File: src/rtl/spectrum_peak_classify.sv
// spectrum_peak_classify
//   Scans an FFT-magnitude RAM over [ADDR_LO, ADDR_HI]. It keeps the NUM_PEAKS
//   strongest local maxima, sorted by magnitude in descending order. For each
//   tone it then checks the HARM-th harmonic against its neighbour bins and
//   classifies the waveform as sine or non-sine.
// Ports:
//   clk, rst_n          rising-edge clock, asynchronous active-low reset
//   en                  RAM-valid level; a rising edge starts a measurement
//   key                 active-low restart button; a press aborts or rearms
//   rd_addr / rd_data   RAM read port; data is valid one cycle after the address
//   peak_bin/freq/mag   per-slot results, slot i at [i*W +: W]
//   peak_found/sin/ovl  per-slot flags
//   busy                high while scanning or measuring harmonics
//   valid               high while results are complete and held
module spectrum_peak_classify #(
  parameter int DATA_W     = 16,
  parameter int ADDR_W     = 12,
  parameter int NUM_PEAKS  = 2,
  parameter int ADDR_LO    = 128,
  parameter int ADDR_HI    = 640,
  parameter int HARM       = 3,
  parameter int GUARD      = 2,
  parameter int SIN_THRESH = 16,
  parameter int MIN_MAG    = 32,
  parameter int FREQ_SHIFT = 5
) (
  input  logic                                    clk,
  input  logic                                    rst_n,
  input  logic                                    en,
  input  logic                                    key,
  input  logic [DATA_W-1:0]                       rd_data,
  output logic [ADDR_W-1:0]                       rd_addr,
  output logic [NUM_PEAKS*ADDR_W-1:0]             peak_bin,
  output logic [NUM_PEAKS*(ADDR_W-FREQ_SHIFT)-1:0] peak_freq,
  output logic [NUM_PEAKS*DATA_W-1:0]             peak_mag,
  output logic [NUM_PEAKS-1:0]                    peak_found,
  output logic [NUM_PEAKS-1:0]                    peak_sin,
  output logic [NUM_PEAKS-1:0]                    peak_ovl,
  output logic                                    busy,
  output logic                                    valid
);

  localparam int HW = ADDR_W + 3;
  localparam int KW = (NUM_PEAKS > 1) ? $clog2(NUM_PEAKS) : 1;
  localparam int FW = ADDR_W - FREQ_SHIFT;
  localparam int SW = 4;

  localparam logic [2:0] S_IDLE  = 3'd0;
  localparam logic [2:0] S_SCAN  = 3'd1;
  localparam logic [2:0] S_DRAIN = 3'd2;
  localparam logic [2:0] S_HARM  = 3'd3;
  localparam logic [2:0] S_DONE  = 3'd4;

  localparam logic [ADDR_W-1:0] ADDR_START = ADDR_W'(ADDR_LO - 1);
  localparam logic [ADDR_W-1:0] ADDR_END   = ADDR_W'(ADDR_HI + 1);
  localparam logic [ADDR_W-1:0] BIN_LO     = ADDR_W'(ADDR_LO);
  localparam logic [ADDR_W-1:0] BIN_HI     = ADDR_W'(ADDR_HI);
  localparam logic [ADDR_W-1:0] GUARD_A    = ADDR_W'(GUARD);
  localparam logic [HW-1:0]     HARM_C     = HW'(HARM);
  localparam logic [HW-1:0]     GUARD_H    = HW'(GUARD);
  localparam logic [HW-1:0]     H_MAX      = HW'((1 << ADDR_W) - 1);
  localparam logic [DATA_W-1:0] MIN_MAG_C  = DATA_W'(MIN_MAG);
  localparam logic [DATA_W-1:0] THRESH_C   = DATA_W'(SIN_THRESH);
  localparam logic [KW-1:0]     K_LAST     = KW'(NUM_PEAKS - 1);
  // Harmonic slot step numbering:
  //   step 0          decide skip, or load the first read address
  //   steps 2..2G+2   data of offset d = step-2 arrives
  //   step 2G+2       last neighbour arrives and sin is decided
  localparam logic [SW-1:0] ST_RD_LAST = SW'(2 * GUARD);
  localparam logic [SW-1:0] ST_CENTER  = SW'(GUARD + 2);
  localparam logic [SW-1:0] ST_LAST    = SW'(2 * GUARD + 2);

  logic [2:0]        state_r;
  logic              en_d0_r, en_d1_r, key_d0_r, key_d1_r;
  logic [ADDR_W-1:0] rd_addr_r;
  logic [DATA_W-1:0] w0_r, w1_r;            // cur and prev window samples
  logic [ADDR_W-1:0] bin_r [NUM_PEAKS];
  logic [DATA_W-1:0] mag_r [NUM_PEAKS];
  logic [NUM_PEAKS-1:0] found_r, sin_r, ovl_r;
  logic [KW-1:0]     k_r;
  logic [SW-1:0]     st_r;
  logic [DATA_W-1:0] hmag_r, nmax_r;
  logic              busy_r, valid_r;

  logic              en_rise_s, key_fall_s;
  logic [ADDR_W-1:0] cand_bin_s;
  logic              cand_ok_s;
  logic [NUM_PEAKS-1:0] gt_s, ins_found_s;
  logic [ADDR_W-1:0] ins_bin_s [NUM_PEAKS];
  logic [DATA_W-1:0] ins_mag_s [NUM_PEAKS];
  logic [ADDR_W-1:0] bin_k_s;
  logic [HW-1:0]     h_s;
  logic              oor_s, ovl_hit_s, nxt_found_s, last_slot_s;
  logic [DATA_W-1:0] n_fin_s;
  logic              sin_fin_s, slot_done_s, slot_sin_s, slot_ovl_s;

  assign en_rise_s  = en_d0_r & ~en_d1_r;
  assign key_fall_s = ~key_d0_r & key_d1_r;

  // Candidate test: w0 is bin b, w1 is b-1 and the live read data is b+1
  always_comb begin
    cand_bin_s = (state_r == S_DRAIN) ? BIN_HI : (rd_addr_r - ADDR_W'(2));
    cand_ok_s  = ((state_r == S_SCAN) | (state_r == S_DRAIN)) &
                 (cand_bin_s >= BIN_LO) & (cand_bin_s <= BIN_HI) &
                 (w0_r >= w1_r) & (w0_r > rd_data) & (w0_r >= MIN_MAG_C);
  end

  // Sorted insertion. gt_s is monotone over the sorted list, so its first set
  // bit takes the candidate and every later set bit takes its upper neighbour.
  always_comb begin
    logic              up_gt_s;
    logic [ADDR_W-1:0] up_bin_s;
    logic [DATA_W-1:0] up_mag_s;
    logic              up_found_s;
    up_gt_s     = 1'b0;
    up_bin_s    = '0;
    up_mag_s    = '0;
    up_found_s  = 1'b0;
    gt_s        = '0;
    ins_found_s = found_r;
    for (int i = 0; i < NUM_PEAKS; i++) begin
      gt_s[i] = cand_ok_s & (~found_r[i] | (w0_r > mag_r[i]));
      if (gt_s[i] & ~up_gt_s) begin
        ins_bin_s[i]   = cand_bin_s;
        ins_mag_s[i]   = w0_r;
        ins_found_s[i] = 1'b1;
      end else if (gt_s[i]) begin
        ins_bin_s[i]   = up_bin_s;
        ins_mag_s[i]   = up_mag_s;
        ins_found_s[i] = up_found_s;
      end else begin
        ins_bin_s[i]   = bin_r[i];
        ins_mag_s[i]   = mag_r[i];
        ins_found_s[i] = found_r[i];
      end
      up_gt_s    = gt_s[i];
      up_bin_s   = bin_r[i];
      up_mag_s   = mag_r[i];
      up_found_s = found_r[i];
    end
  end

  // Harmonic position of slot k, range/overlap checks and final sine decision
  always_comb begin
    bin_k_s     = bin_r[k_r];
    h_s         = HARM_C * {3'b000, bin_k_s};
    oor_s       = (h_s + GUARD_H) > H_MAX;
    ovl_hit_s   = 1'b0;
    nxt_found_s = 1'b0;
    for (int j = 0; j < NUM_PEAKS; j++) begin
      ovl_hit_s = ovl_hit_s | ((KW'(j) != k_r) & found_r[j] &
                               (h_s <= ({3'b000, bin_r[j]} + GUARD_H)) &
                               ({3'b000, bin_r[j]} <= (h_s + GUARD_H)));
      nxt_found_s = nxt_found_s | (((int'(k_r) + 1) == j) & found_r[j]);
    end
    // Found slots are contiguous from slot 0, so the first unfound one ends HARM
    last_slot_s = (k_r == K_LAST) | ~nxt_found_s;
    n_fin_s     = (rd_data > nmax_r) ? rd_data : nmax_r;
    sin_fin_s   = ~((hmag_r > n_fin_s) & ((hmag_r - n_fin_s) >= THRESH_C));
    slot_done_s = ((st_r == SW'(0)) & (oor_s | ovl_hit_s)) | (st_r == ST_LAST);
    slot_sin_s  = (st_r == SW'(0)) ? 1'b1 : sin_fin_s;
    slot_ovl_s  = (st_r == SW'(0)) & ~oor_s & ovl_hit_s;
  end

  // Synchronisers, control FSM, scan window, top-N list and harmonic measurement
  always_ff @(posedge clk or negedge rst_n) begin
    if (!rst_n) begin
      state_r   <= S_IDLE;
      en_d0_r   <= 1'b0;
      en_d1_r   <= 1'b0;
      key_d0_r  <= 1'b1;
      key_d1_r  <= 1'b1;
      rd_addr_r <= ADDR_START;
      w0_r      <= '0;
      w1_r      <= '0;
      for (int i = 0; i < NUM_PEAKS; i++) begin
        bin_r[i] <= '0;
        mag_r[i] <= '0;
      end
      found_r   <= '0;
      sin_r     <= '0;
      ovl_r     <= '0;
      k_r       <= '0;
      st_r      <= '0;
      hmag_r    <= '0;
      nmax_r    <= '0;
      busy_r    <= 1'b0;
      valid_r   <= 1'b0;
    end else begin
      en_d0_r  <= en;
      en_d1_r  <= en_d0_r;
      key_d0_r <= key;
      key_d1_r <= key_d0_r;
      busy_r   <= (state_r == S_SCAN) | (state_r == S_DRAIN) | (state_r == S_HARM);
      valid_r  <= (state_r == S_DONE);
      case (state_r)
        S_IDLE: begin
          rd_addr_r <= ADDR_START;
          for (int i = 0; i < NUM_PEAKS; i++) begin
            bin_r[i] <= '0;
            mag_r[i] <= '0;
          end
          found_r <= '0;
          sin_r   <= '0;
          ovl_r   <= '0;
          k_r     <= '0;
          st_r    <= '0;
          if (en_rise_s & ~key_fall_s) begin
            state_r <= S_SCAN;
          end
        end
        S_SCAN, S_DRAIN: begin
          if (key_fall_s) begin
            state_r <= S_IDLE;
          end else begin
            w1_r <= w0_r;
            w0_r <= rd_data;
            for (int i = 0; i < NUM_PEAKS; i++) begin
              bin_r[i] <= ins_bin_s[i];
              mag_r[i] <= ins_mag_s[i];
            end
            found_r <= ins_found_s;
            if (state_r == S_DRAIN) begin
              k_r     <= '0;
              st_r    <= '0;
              state_r <= ins_found_s[0] ? S_HARM : S_DONE;
            end else if (rd_addr_r == ADDR_END) begin
              state_r <= S_DRAIN;
            end else begin
              rd_addr_r <= rd_addr_r + ADDR_W'(1);
            end
          end
        end
        S_HARM: begin
          if (key_fall_s) begin
            state_r <= S_IDLE;
          end else if (slot_done_s) begin
            st_r       <= '0;
            sin_r[k_r] <= slot_sin_s;
            ovl_r[k_r] <= slot_ovl_s;
            if (last_slot_s) begin
              state_r <= S_DONE;
            end else begin
              k_r <= k_r + KW'(1);
            end
          end else begin
            st_r <= st_r + SW'(1);
            if (st_r == SW'(0)) begin
              rd_addr_r <= h_s[ADDR_W-1:0] - GUARD_A;
              hmag_r    <= '0;
              nmax_r    <= '0;
            end else begin
              if (st_r <= ST_RD_LAST) begin
                rd_addr_r <= rd_addr_r + ADDR_W'(1);
              end
              if (st_r == ST_CENTER) begin
                hmag_r <= rd_data;
              end else if (st_r >= SW'(2)) begin
                nmax_r <= n_fin_s;
              end
            end
          end
        end
        S_DONE: begin
          if (key_fall_s) begin
            state_r <= S_IDLE;
          end
        end
        default: begin
          state_r <= S_IDLE;
        end
      endcase
    end
  end

  // Flatten per-slot result registers onto the output buses
  always_comb begin
    peak_bin  = '0;
    peak_freq = '0;
    peak_mag  = '0;
    for (int i = 0; i < NUM_PEAKS; i++) begin
      peak_bin[i*ADDR_W +: ADDR_W] = bin_r[i];
      peak_freq[i*FW +: FW]        = bin_r[i][ADDR_W-1:FREQ_SHIFT];
      peak_mag[i*DATA_W +: DATA_W] = mag_r[i];
    end
  end

  assign rd_addr    = rd_addr_r;
  assign peak_found = found_r;
  assign peak_sin   = sin_r;
  assign peak_ovl   = ovl_r;
  assign busy       = busy_r;
  assign valid      = valid_r;

endmodule

File: config.mk
export PLATFORM = sky130hd
export DESIGN_NAME = spectrum_peak_classify
export DESIGN_NICKNAME = d
export VERILOG_FILES = /design/src/rtl/spectrum_peak_classify.sv
export SDC_FILE = /design/constraint.sdc
export NUM_CORES = 1
export LEC_CHECK = 0
export ABC_AREA = 0
export CAP_MARGIN = 10
export CORE_AREA = 2 2 206 208
export CTS_CLUSTER_DIAMETER = 50
export DETAILED_ROUTE_END_ITERATION = 10
export DIE_AREA = 0 0 208 210
export PLACE_DENSITY_LB_ADDON = 0.15
export SLEW_MARGIN = 20
export SYNTH_ARGS = -nofsm -noshare
export SYNTH_HDL_FRONTEND = slang
export SYNTH_SLANG_ARGS = --single-unit
File: constraint.sdc
create_clock -name clk -period 7.33 [get_ports clk]
set_input_delay 1.466 -clock clk [delete_from_list [all_inputs] [get_ports clk]]
set_output_delay 1.466 -clock clk [all_outputs]
set_load 0.1 [all_outputs]
After elaboration in Yosys (flattened, before gate mapping)
Index checks and enable logic that the tools add are counted.
{"block": "totals", "register_bits": 152, "input_bits": 20, "out_inout_bits": 90, "wordCells": 208}
{"block": "op_classes", "add_sub_neg": 10, "mul": 1, "n_lt_le_gt_ge": 20, "eq_ne": 25, "mux": 65, "bitwise": 44, "n_reduce_logical": 21}
{"op": "2-to-1 mux 12 bit", "count": 14}
{"op": "2-to-1 mux 16 bit", "count": 9}
{"op": "greater-than comparator 16 bit", "count": 5}
{"op": "one-hot mux 32 bit (2 select lines)", "count": 1}
{"op": "one-hot mux 24 bit (2 select lines)", "count": 1}
{"op": "one-hot mux 12 bit (3 select lines)", "count": 1}
{"op": "zero test 32 bit", "count": 1}
{"op": "2-to-1 mux 32 bit", "count": 1}
{"op": "less-or-equal comparator 12 x 15 -> 1 bit", "count": 2}
{"op": "less-or-equal comparator 14 x 13 -> 1 bit", "count": 2}
{"op": "2-to-1 mux 3 bit", "count": 9}
{"op": "adder 12 x 2 -> 13 bit, second input constant", "count": 2}
{"op": "2-to-1 mux 24 bit", "count": 1}
{"op": "!= test 2 bit, second input constant", "count": 12}
{"op": "subtractor 12 x 2 -> 12 bit, second input constant", "count": 2}
{"op": "AND 1 bit", "count": 23}
{"op": "greater-or-equal comparator 16 bit", "count": 1}
{"op": "greater-or-equal comparator 16 x 5 -> 1 bit, second input constant", "count": 1}
{"op": "greater-or-equal comparator 16 x 6 -> 1 bit, second input constant", "count": 1}
{"op": "2-to-1 mux 4 bit", "count": 4}
{"op": "subtractor 16 bit", "count": 1}
{"op": "adder 14 x 2 -> 15 bit, second input constant", "count": 1}
{"op": "greater-than comparator 15 x 12 -> 1 bit, second input constant", "count": 1}
{"op": "multiplier 2 x 12 -> 14 bit, first input constant", "count": 1}
{"op": "43 further kinds", "count": 89}

Depth between registers and ports, before layout
Gate-level depths: netlist of run 1.
{"block": "logic_depth", "word_depth": 15, "ltp_mapped": 26, "depth_no_buf": 24}

Least setup slack after synthesis of run 1
Ideal clock, no wire load.
{"block": "synth_timing", "path_type": "register to register", "start": "register bin_r (netlist bit peak_bin[12])", "end": "register rd_addr_r[10] (netlist: rd_addr[10])", "arrival_time_ns": 5.868, "required_time_ns": 7.204, "slack_ns": 1.336, "path_stages_with_launch": 23, "synth_period_minus_slack_ns": 5.994, "cell_sequence": "dfrtp_1 nand2_1 a21boi_0 inv_1 ha_1 fa_1 a21o_1 a211oi_2 nor2_1 xor2_1 ha_1 a2111o_1 o221a_2 o31ai_1 a21oi_1 nor2_1 nor3_1 o31ai_4 a31oi_4 a21o_1 and2_4 buf_6 a221o_1"}
{"block": "synth_via", "elab_chain_cells": 13}
{"item": "from (decl)", "line": "77", "rtl": "logic [ADDR_W-1:0] bin_r [NUM_PEAKS];"}
{"item": "from (signal, indexed assignment)", "line": "219", "rtl": "bin_r[i] <= ins_bin_s[i];"}
{"item": "2-to-1 mux 12 bit (not written as such) (3 in series)", "line": "145", "rtl": "bin_k_s = bin_r[k_r];"}
{"item": "multiplier 2 x 12 -> 14 bit", "line": "146", "rtl": "h_s = HARM_C * {3'b000, bin_k_s};"}
{"item": "adder 14 x 2 -> 15 bit or less-or-equal comparator 14 x 13 -> 1 bit (tied branches)", "line": "147, 153, 152"}
{"item": "less-or-equal comparator 12 x 15 -> 1 bit or AND 1 bit (tied branches)", "line": "153, 151"}
{"item": "AND 1 bit", "line": "152", "rtl": "(h_s <= ({3'b000, bin_r[j]} + GUARD_H)) &"}
{"item": "bitwise OR 1 bit", "line": "151", "rtl": "ovl_hit_s = ovl_hit_s | ((KW'(j) != k_r) & found_r[j] &"}
{"item": "bitwise OR 1 bit", "line": "160", "rtl": "slot_done_s = ((st_r == SW'(0)) & (oor_s | ovl_hit_s)) | (st_r == ST_LAST);"}
{"item": "AND 1 bit", "line": "160"}
{"item": "bitwise OR 1 bit", "line": "160"}
{"item": "!= test 2 bit (no source line)"}
{"item": "AND reduction 7 bit (no source line)"}
{"item": "to (signal assigned)", "line": "230", "rtl": "rd_addr_r <= rd_addr_r + ADDR_W'(1);"}
{"item": "to (signal assigned)", "line": "249", "rtl": "rd_addr_r <= h_s[ADDR_W-1:0] - GUARD_A;"}
{"item": "to (signal assigned)", "line": "254", "rtl": "rd_addr_r <= rd_addr_r + ADDR_W'(1);"}
{"item": "to (decl)", "line": "75", "rtl": "logic [ADDR_W-1:0] rd_addr_r;"}
Several ways; a longest one is shown, not always the timed one. The select of a mux whose other input is x is not followed.
A chain may end at the register's enable or synchronous reset.

Final worst setup path of run 1
{"block": "layout_timing", "start": "input rd_data[1]", "end": "register sin_r[0] (netlist: peak_sin[0])"}
{"block": "layout_via", "elab_chain_cells": 11}
{"item": "from (decl)", "line": "31", "rtl": "input logic [DATA_W-1:0] rd_data,"}
{"item": "greater-than comparator 16 bit", "line": "158", "rtl": "n_fin_s = (rd_data > nmax_r) ? rd_data : nmax_r;"}
{"item": "2-to-1 mux 16 bit *", "line": "158"}
{"item": "subtractor 16 bit", "line": "159", "rtl": "sin_fin_s = ~((hmag_r > n_fin_s) & ((hmag_r - n_fin_s) >= THRESH_C));"}
{"item": "greater-or-equal comparator 16 x 5 -> 1 bit", "line": "159"}
{"item": "AND 1 bit *", "line": "159"}
{"item": "inverter 1 bit *", "line": "159"}
{"item": "2-to-1 mux 1 bit *", "line": "161", "rtl": "slot_sin_s = (st_r == SW'(0)) ? 1'b1 : sin_fin_s;"}
{"item": "bitwise mux 2 bit *", "line": "239", "rtl": "sin_r[k_r] <= slot_sin_s;"}
{"item": "2-to-1 mux 2 bit *", "line": "237", "rtl": "end else if (slot_done_s) begin"}
{"item": "2-to-1 mux 2 bit *", "line": "235", "rtl": "if (key_fall_s) begin"}
{"item": "one-hot mux 2 bit (2 select lines) *", "line": "196", "rtl": "case (state_r)"}
{"item": "to (signal, indexed assignment)", "line": "239"}
{"item": "to (decl)", "line": "79", "rtl": "logic [NUM_PEAKS-1:0] found_r, sin_r, ovl_r;"}
Every way passes the cells marked *; elsewhere a longest branch is shown, timed or not. The select of a mux whose other input is x is not followed.

==> results by group, run 1 <==
Power
  • Total power: 0.00544 W
  • Share of power burned in registers: 25.7%
  • VDD IR max: 0.193 mV
  • NetSw: 0.00267 W
  • Power Density: 354 mW/mm^2
  • Comb pwr share: 55.4%
  • Switching share of power: 49.0%
  • Int Pwr: 0.00277 W
  • Lkg Pwr: 6.87 nW
  • Clock share of power: 18.9%

Yosys
  • Share of flip-flops with an asynchronous set or reset: 100%
  • Post-synth EDFFs: 0
  • Synth Register Bits: 152
  • Syn_area_per_cell: 8.59 um^2
  • Net count of the mapped netlist: 1710
  • Top_reg_cell synth: dfrtp_1
  • Yosys warning count: 0
  • Yosys cell types: 89
  • Cell taking the most area after synthesis: dfrtp_1
  • Synth top area share: 27.3%
  • Synth Cell Area: 0.0131 mm^2
  • Syn Inst Count: 1523
  • Seq/Total Area, Yosys: 29.1%
  • Synth area leaders: dfrtp_1 (27%), ha_1 (16%), mux2i_1 (5.8%)

Worst setup path
  • Critical path, cell by cell: clkdlybuf4s50_1 -> ha_1 -> nor2b_1 -> o21a_1 -> o21ai_0 -> a21oi_1 -> o31ai_1 -> a31o_2 -> nand2_1 -> o21ai_0 -> ha_1 -> inv_1 -> fa_1 -> a21o_1 -> a21o_1 -> a21boi_0 -> o21ai_0 -> a211oi_1 -> a21oi_1 -> nor4_1 -> a31oi_1 -> a31o_2 -> o22ai_1
  • Nature of the critical path startpoint: input pin
  • Critical path buffers and inverters: 2
  • Critical path arrival: 6.53 ns
  • Crit-path most repeated cell: o21ai_0
  • Slowest cell on crit path: a31o_2
  • Critical path data required time: 7.70 ns
  • Crit path max fanout: 33
  • CP top delay family: compound AO/OA/AOI/OAI gates
  • Crit. End Element: flop
  • Critical Path Max Stage Delay: 0.63 ns
  • Type of the worst setup path: in -> reg

Global route
  • GRT overflow: 0
  • Vias in the first global route: 11.4k
  • Initial antenna violation count: 0
  • GRT Util Overall: 19.7%
  • Largest net degree at the start of global routing: 92
  • First-pass GRT wire length: 67200 um

STA
  • Setup tns final: 0 ns
  • Setup slack after layout: 1.16 ns
  • Peak Freq: 162 MHz
  • Slew @ Worst Pin: 1.05 ns
  • Final hold vios: 0
  • Max_slew headroom: 29.9%
  • Slew Viols, Final: 0
  • Min Tclk post-route: 6.17 ns
  • RSZ-0062 raised after global routing: no
  • Period utilization: 84.1%
  • Final setup fails: 0
  • Skew final: 0.0128 ns

Route
  • DRC Markers: 0
  • Iteration count of the initial detailed-routing pass: 5
  • Routed WL: 42700 um
  • Routed length per instance: 19.9 um
  • 1st-iter DRT viols: 720
  • Post-route ant nets: 0
  • Detail-routed via count per cell: 5.35
  • Vias: 11.5k

Outcome
  • Status: finished, final reports clean

Die
  • Die height: 210 um
  • Die Wd: 208 um
  • Starting Density: 31.6%
  • Ports: 110
  • Cell Rows: 75
  • Die ar.: 0.0437 mm^2
  • Area of the core: 0.0415 mm^2

Final layout
  • Fill count: 4271
  • Nets: 1785
  • Antenna diodes: 0
  • Area Overhead vs Synth: 17.3%
  • Layout cells sized above 1: 7.39%

Clock tree
  • Clk sinks: 152
  • Clock Latency Late Sink: 0.45 ns
  • Setup bufs post-CTS: 0
  • Cts bufs inserted: 17
  • H-tree level count: 4
  • CTS resizes: 0
  • CTS Buffer Depth: 2
  • Clock-pin transition on the worst setup and hold timing paths: 0.07 ns
  • Root buf cell: clkbuf_16
  • # hold bufs at CTS: 0
  • CTS tree: yes

Placed design
  • IO Port Bufs: 109
  • Post-DP HPWL: 32700 um
  • GP Congestion: 0.908
  • Pre-CTS setup slack: 0.813 ns

Hold path
  • Worst hold path class: reg -> reg

Flow run
  • Max Cap Viol: 0
cells in the mapped netlist (6+ instances only):
cell / n
ha_1: 165
inv_1: 160
dfrtp_1: 143
nand2_1: 141
o21ai_0: 93
nor2_1: 91
mux2i_1: 76
a21oi_1: 65
nand3_1: 52
clkbuf_1: 44
xnor2_1: 42
a21o_1: 36
nor3_1: 33
nand4_1: 32
o21a_1: 23
a22o_1: 21
o211ai_1: 17
buf_4: 15
nor2b_1: 15
and3_1: 14
nand2b_1: 14
mux2_2: 13
o31ai_1: 12
a31oi_1: 11
nor4_1: 11
xor2_1: 10
a211oi_1: 9
dfstp_2: 9
o21bai_1: 8
o22ai_1: 8
buf_2: 7
o31a_1: 7
or2_2: 6
final cells by class:
type,instances,area (um^2),area share (%)
repair buffers,129,1240,8.09
clock buffers,18,429,2.80
inverters,166,624,4.07
well taps,539,674,4.39
flip-flops and latches,152,3810,24.8
clock inverters,14,235,1.53
multi-input cells,1132,8330,54.3
worst paths after layout:
| path | start | end | slack, ns | cells after the start |
|---|---|---|---|---|
| worst max-delay path | rd_data[1] | peak_sin[0]$_DFFE_PN0P_ | 1.16 | 23 |
| worst max register to register | k_r$_DFFE_PN0P_ | hmag_r[11]$_DFFE_PN0P_ | 1.17 | 20 |
| worst min-delay path | key_d0_r$_DFF_PN1_ | key_d1_r$_DFF_PN1_ | 0.36 | 0 |
| min in group asynchronous | rst_n | w1_r[10]$_DFFE_PN0P_ | 1.09 | 1 |
| worst min register to register | key_d0_r$_DFF_PN1_ | key_d1_r$_DFF_PN1_ | 0.36 | 0 |
| max in group asynchronous | rst_n | hmag_r[15]$_DFFE_PN0P_ | 4.80 | 2 |
flip-flops by register name, indices dropped and copies added (netlist names):
name and flops:
peak_ovl 2, key_d0_r 1, k_r 1, peak_found 2, en_d0_r 1, en_d1_r 1
hmag_r 16, rd_addr 12, peak_mag 32, w0_r 16, state_r 3, valid 1
peak_sin 2, peak_bin 24, busy 1, w1_r 16, key_d1_r 1, nmax_r 16
st_r 4
power groups by stage:
| stage | clock network (W) | registers [W] | logic [W] |
|---|---|---|---|
| 4_1_cts | 0.00105 | 0.00139 | 0.00303 |
| 3_3_place_gp | 0 | 0.00141 | 0.00299 |
| 2_1_floorplan | 0 | 0.00160 | 0.00195 |
| 5_1_grt | 0.00108 | 0.00143 | 0.00335 |
| 6_report | 0.00103 | 0.00140 | 0.00302 |
| 3_5_place_dp | 0 | 0.00141 | 0.00301 |
kinds of logic (layout without fill, tap and decap cells):
family | Yosys count | after routing | synth area share [%]
compound gates | 379 | 379 | 19.9
simple gates | 441 | 441 | 16.5
buf+inv | 239 | 327 | 7.48
flops | 152 | 152 | 29.1
mux | 89 | 89 | 6.93
xor+xnor | 55 | 55 | 3.85
fa+ha+maj | 168 | 168 | 16.2
placed cells by master, fill, tap and decap left out, drive strengths merged, types with 13 or more instances in the layout:
master	instances
o31ai	14
inv	172
nor2	91
a21o	36
nand2b	14
mux2	13
dfrtp	143
clkbuf	18
buf	21
nor2b	15
mux2i	76
nand4	33
clkdlybuf4s50	108
nand3	52
a21oi	66
xnor2	44
and3	14
nor3	35
nand2	141
a22o	21
o211ai	17
ha	165
nor4	13
o21a	23
o21ai	98
metrics by stage:
stage	std cells	cell area, um^2	utilization (%)	hold slack [ns]
final	2150	15400	37.0	0.365
after global routing	2150	15400	37.0	0.375
after CTS	2150	15400	37.0	0.367
after detailed placement	2118	14700	35.4	0.357
after global placement	2118	14700	35.4	0.355
after floorplan	1523	13100	-	0.351
per-layer routing:
metal	GRT usage, %	share of wire (%)
met1	26.9	47
met2	33.1	47
met3	2.03	3.6
met4	5.67	1.9
met5	0	0
Note: power is estimated with default switching activity, not from simulation.
==> inputs of run 2 (changes only) <==
- clock period: 7.33 -> 5.12 ns (I/O delays scaled with it)
==> run 2 against run 1 <==
  * The flow now finishes with violations (negative setup slack)
  * Core utilization rose by 4.7 points
  * Highest routed layer unchanged
  * Final area rose by 13%
  * Hold slack got worse by 0.00096 ns
  * Clock power rose by 30%
==> results by group, run 2 (synthesis results as in run 1) <==
Final layout
  • Max reg flops: 32
  • Commonest non-fill, non-tap cells in the layout: buf_4 (189), inv_1 (157), ha_1 (156)
  • Layout cells sized above 1: 21.0%
  • Most common cell after layout, fill and taps aside: buf_4
  • Finished Cell Area: 0.0173 mm^2
  • Nets: 1971
  • Fill count: 4188
  • Antenna diodes: 0
  • Multi-input gate area: 0.00884 mm^2
  • Area Overhead vs Synth: 32.3%
  • Register area: 0.00384 mm^2

Placed design
  • Pre-CTS setup slack: -0.454 ns
  • Post-DP HPWL: 34900 um
  • GP Congestion: 0.913
  • Placed instance area: 0.0160 mm^2
  • IO Port Bufs: 109

STA
  • Slew @ Worst Pin: 1.05 ns
  • Final setup fails: 12
  • RSZ-0062 raised after global routing: yes
  • Setup tns final: -0.159 ns
  • Setup slack after layout: -0.0335 ns
  • Min Tclk post-route: 5.15 ns
  • Final hold vios: 0
  • Peak Freq: 194 MHz
  • Period utilization: 101%
  • Slew Viols, Final: 0
  • Max_slew headroom: 29.7%
  • Skew final: 0.0164 ns
  • WHS: 0.364 ns

Global route
  • GRT overflow: 0
  • GRT Util Overall: 20.6%
  • Largest net degree at the start of global routing: 83
  • Vias in the first global route: 12.0k
  • Initial antenna violation count: 0
  • First-pass GRT wire length: 70600 um

Route
  • Vias: 12.2k
  • Detail-routed via count per cell: 5.20
  • Routed length per instance: 19.3 um
  • Iteration count of the initial detailed-routing pass: 5
  • DRC Markers: 0
  • Routed WL: 45000 um
  • 1st-iter DRT viols: 616
  • Post-route ant nets: 0

Hold path
  • Worst hold path class: reg -> reg
  • Hold_sp: key_d0_r$_DFF_PN1_

Clock tree
  • Cts bufs inserted: 17
  • Clk sinks: 152
  • H-tree level count: 4
  • Root buf cell: clkbuf_16
  • CTS Buffer Depth: 2
  • Clock Latency Late Sink: 0.45 ns
  • CTS tree: yes
  • # hold bufs at CTS: 0
  • Clock-pin transition on the worst setup and hold timing paths: 0.07 ns

Outcome
  • Failing checks: negative setup slack
  • Status: finished, violations left

Die
  • Cell Rows: 75
  • Ports: 110
  • Area of the core: 0.0415 mm^2
  • Die Wd: 208 um
  • Die ar.: 0.0437 mm^2
  • Die height: 210 um
  • Starting Density: 31.6%

Worst setup path
  • Nature of the critical path startpoint: flop
  • Reg2reg setup slack: -0.03 ns
  • Type of the worst setup path: reg -> reg
  • Critical path data required time: 5.45 ns
  • Critical path arrival: 5.49 ns
  • Crit path max fanout: 7
  • Setup crit start: k_r$_DFFE_PN0P_
  • Crit. End Element: flop
  • RR Startpoint: k_r$_DFFE_PN0P_

Power
  • Comb pwr share: 60.2%
  • NetSw: 0.00397 W
  • Switching share of power: 48.1%
  • Int Pwr: 0.00429 W
  • Share of power burned in registers: 23.6%
  • VDD IR max: 0.253 mV
  • Clock share of power: 16.2%
  • Lkg Pwr: 7.85 nW
  • Power Density: 477 mW/mm^2

Flow run
  • Max Cap Viol: 0
-- run 2: cell types whose count changed in the layout (fill, tap and decap cells not counted), moves of 5 or more --
cell / delta
dfrtp_2: +9
nor2_1: -5
buf_4: +169
a21oi_2: +5
ha_4: +7
ha_1: -9
dfrtp_1: -12
buf_6: +12
a21oi_1: -6
-- run 2: final cells by class --
cell class / instances / share of cell area, %
repair buffers: 314 / 15.8
clock buffers: 19 / 2.50
flip-flops and latches: 152 / 22.2
well taps: 539 / 3.90
clock inverters: 13 / 0.961
inverters: 166 / 3.61
multi-input cells: 1133 / 51.1
-- run 2: per-layer routing --
metal | global-route usage [%] | wire length (um)
met1 | 28.0 | 21300
met2 | 34.7 | 21700
met3 | 2.04 | 1030
met4 | 6.04 | 1040
met5 | 0 | 0
-- run 2: what timing repair did --
| action | CTS | global route |
|---|---|---|
| pin swaps | 30 | 23 |
| resized for setup | 37 | 56 |
| setup buffers | 17 | 13 |
| endpoints found under the setup margin | 56 | 56 |
| cloned | 1 | 1 |
-- run 2: stage by stage --
stage | instances | total power, W | util, %
detailed placement | 2274 | 0.00666 | 38.5
finish | 2336 | 0.00826 | 41.7
floorplan | 1523 | 0.00511 | -
CTS | 2322 | 0.00815 | 40.8
global route | 2336 | 0.00892 | 41.7
global placement | 2274 | 0.00662 | 38.5
-- run 2: worst paths after layout --
| check | to | cells after the start |
|---|---|---|
| setup / recovery | peak_ovl[1]$_DFFE_PN0P_ | 26 |
| hold reg to reg | key_d1_r$_DFF_PN1_ | 0 |
| max in group asynchronous | rd_addr[6]$_DFFE_PN1P_ | 2 |
| setup reg to reg | peak_ovl[1]$_DFFE_PN0P_ | 26 |
| hold / removal | key_d1_r$_DFF_PN1_ | 0 |
| min in group asynchronous | w1_r[1]$_DFFE_PN0P_ | 1 |
-- run 2: power by group through the flow --
stage                     Clock (W)  Combinational [W]  Sequential [W]
final                       0.00134            0.00497         0.00195
after global routing        0.00143            0.00550         0.00199
after CTS                   0.00137            0.00483         0.00195
after detailed placement          0            0.00469         0.00197
after global placement            0            0.00466         0.00197
after floorplan                   0            0.00282         0.00229
-- run 2: worst max-delay path, stage by stage, from the launching register on --
cell	delay, ns
dfrtp_2	0.49
nand2_2	0.09
a21boi_4	0.19
inv_2	0.09
ha_4	0.17
buf_4	0.12
buf_4	0.12
a211oi_2	0.23
buf_4	0.17
nor3b_4	0.06
buf_12	0.13
nor4_4	0.33
nand2_1	0.15
xnor2_2	0.21
ha_4	0.19
a2111o_1	0.36
o221a_4	0.25
o31ai_2	0.07
a21oi_2	0.11
nor2_2	0.15
nor3_2	0.07
o31ai_4	0.33
a31oi_4	0.19
a21o_4	0.27
buf_6	0.13
a32o_2	0.25
o2bb2ai_2	0.12
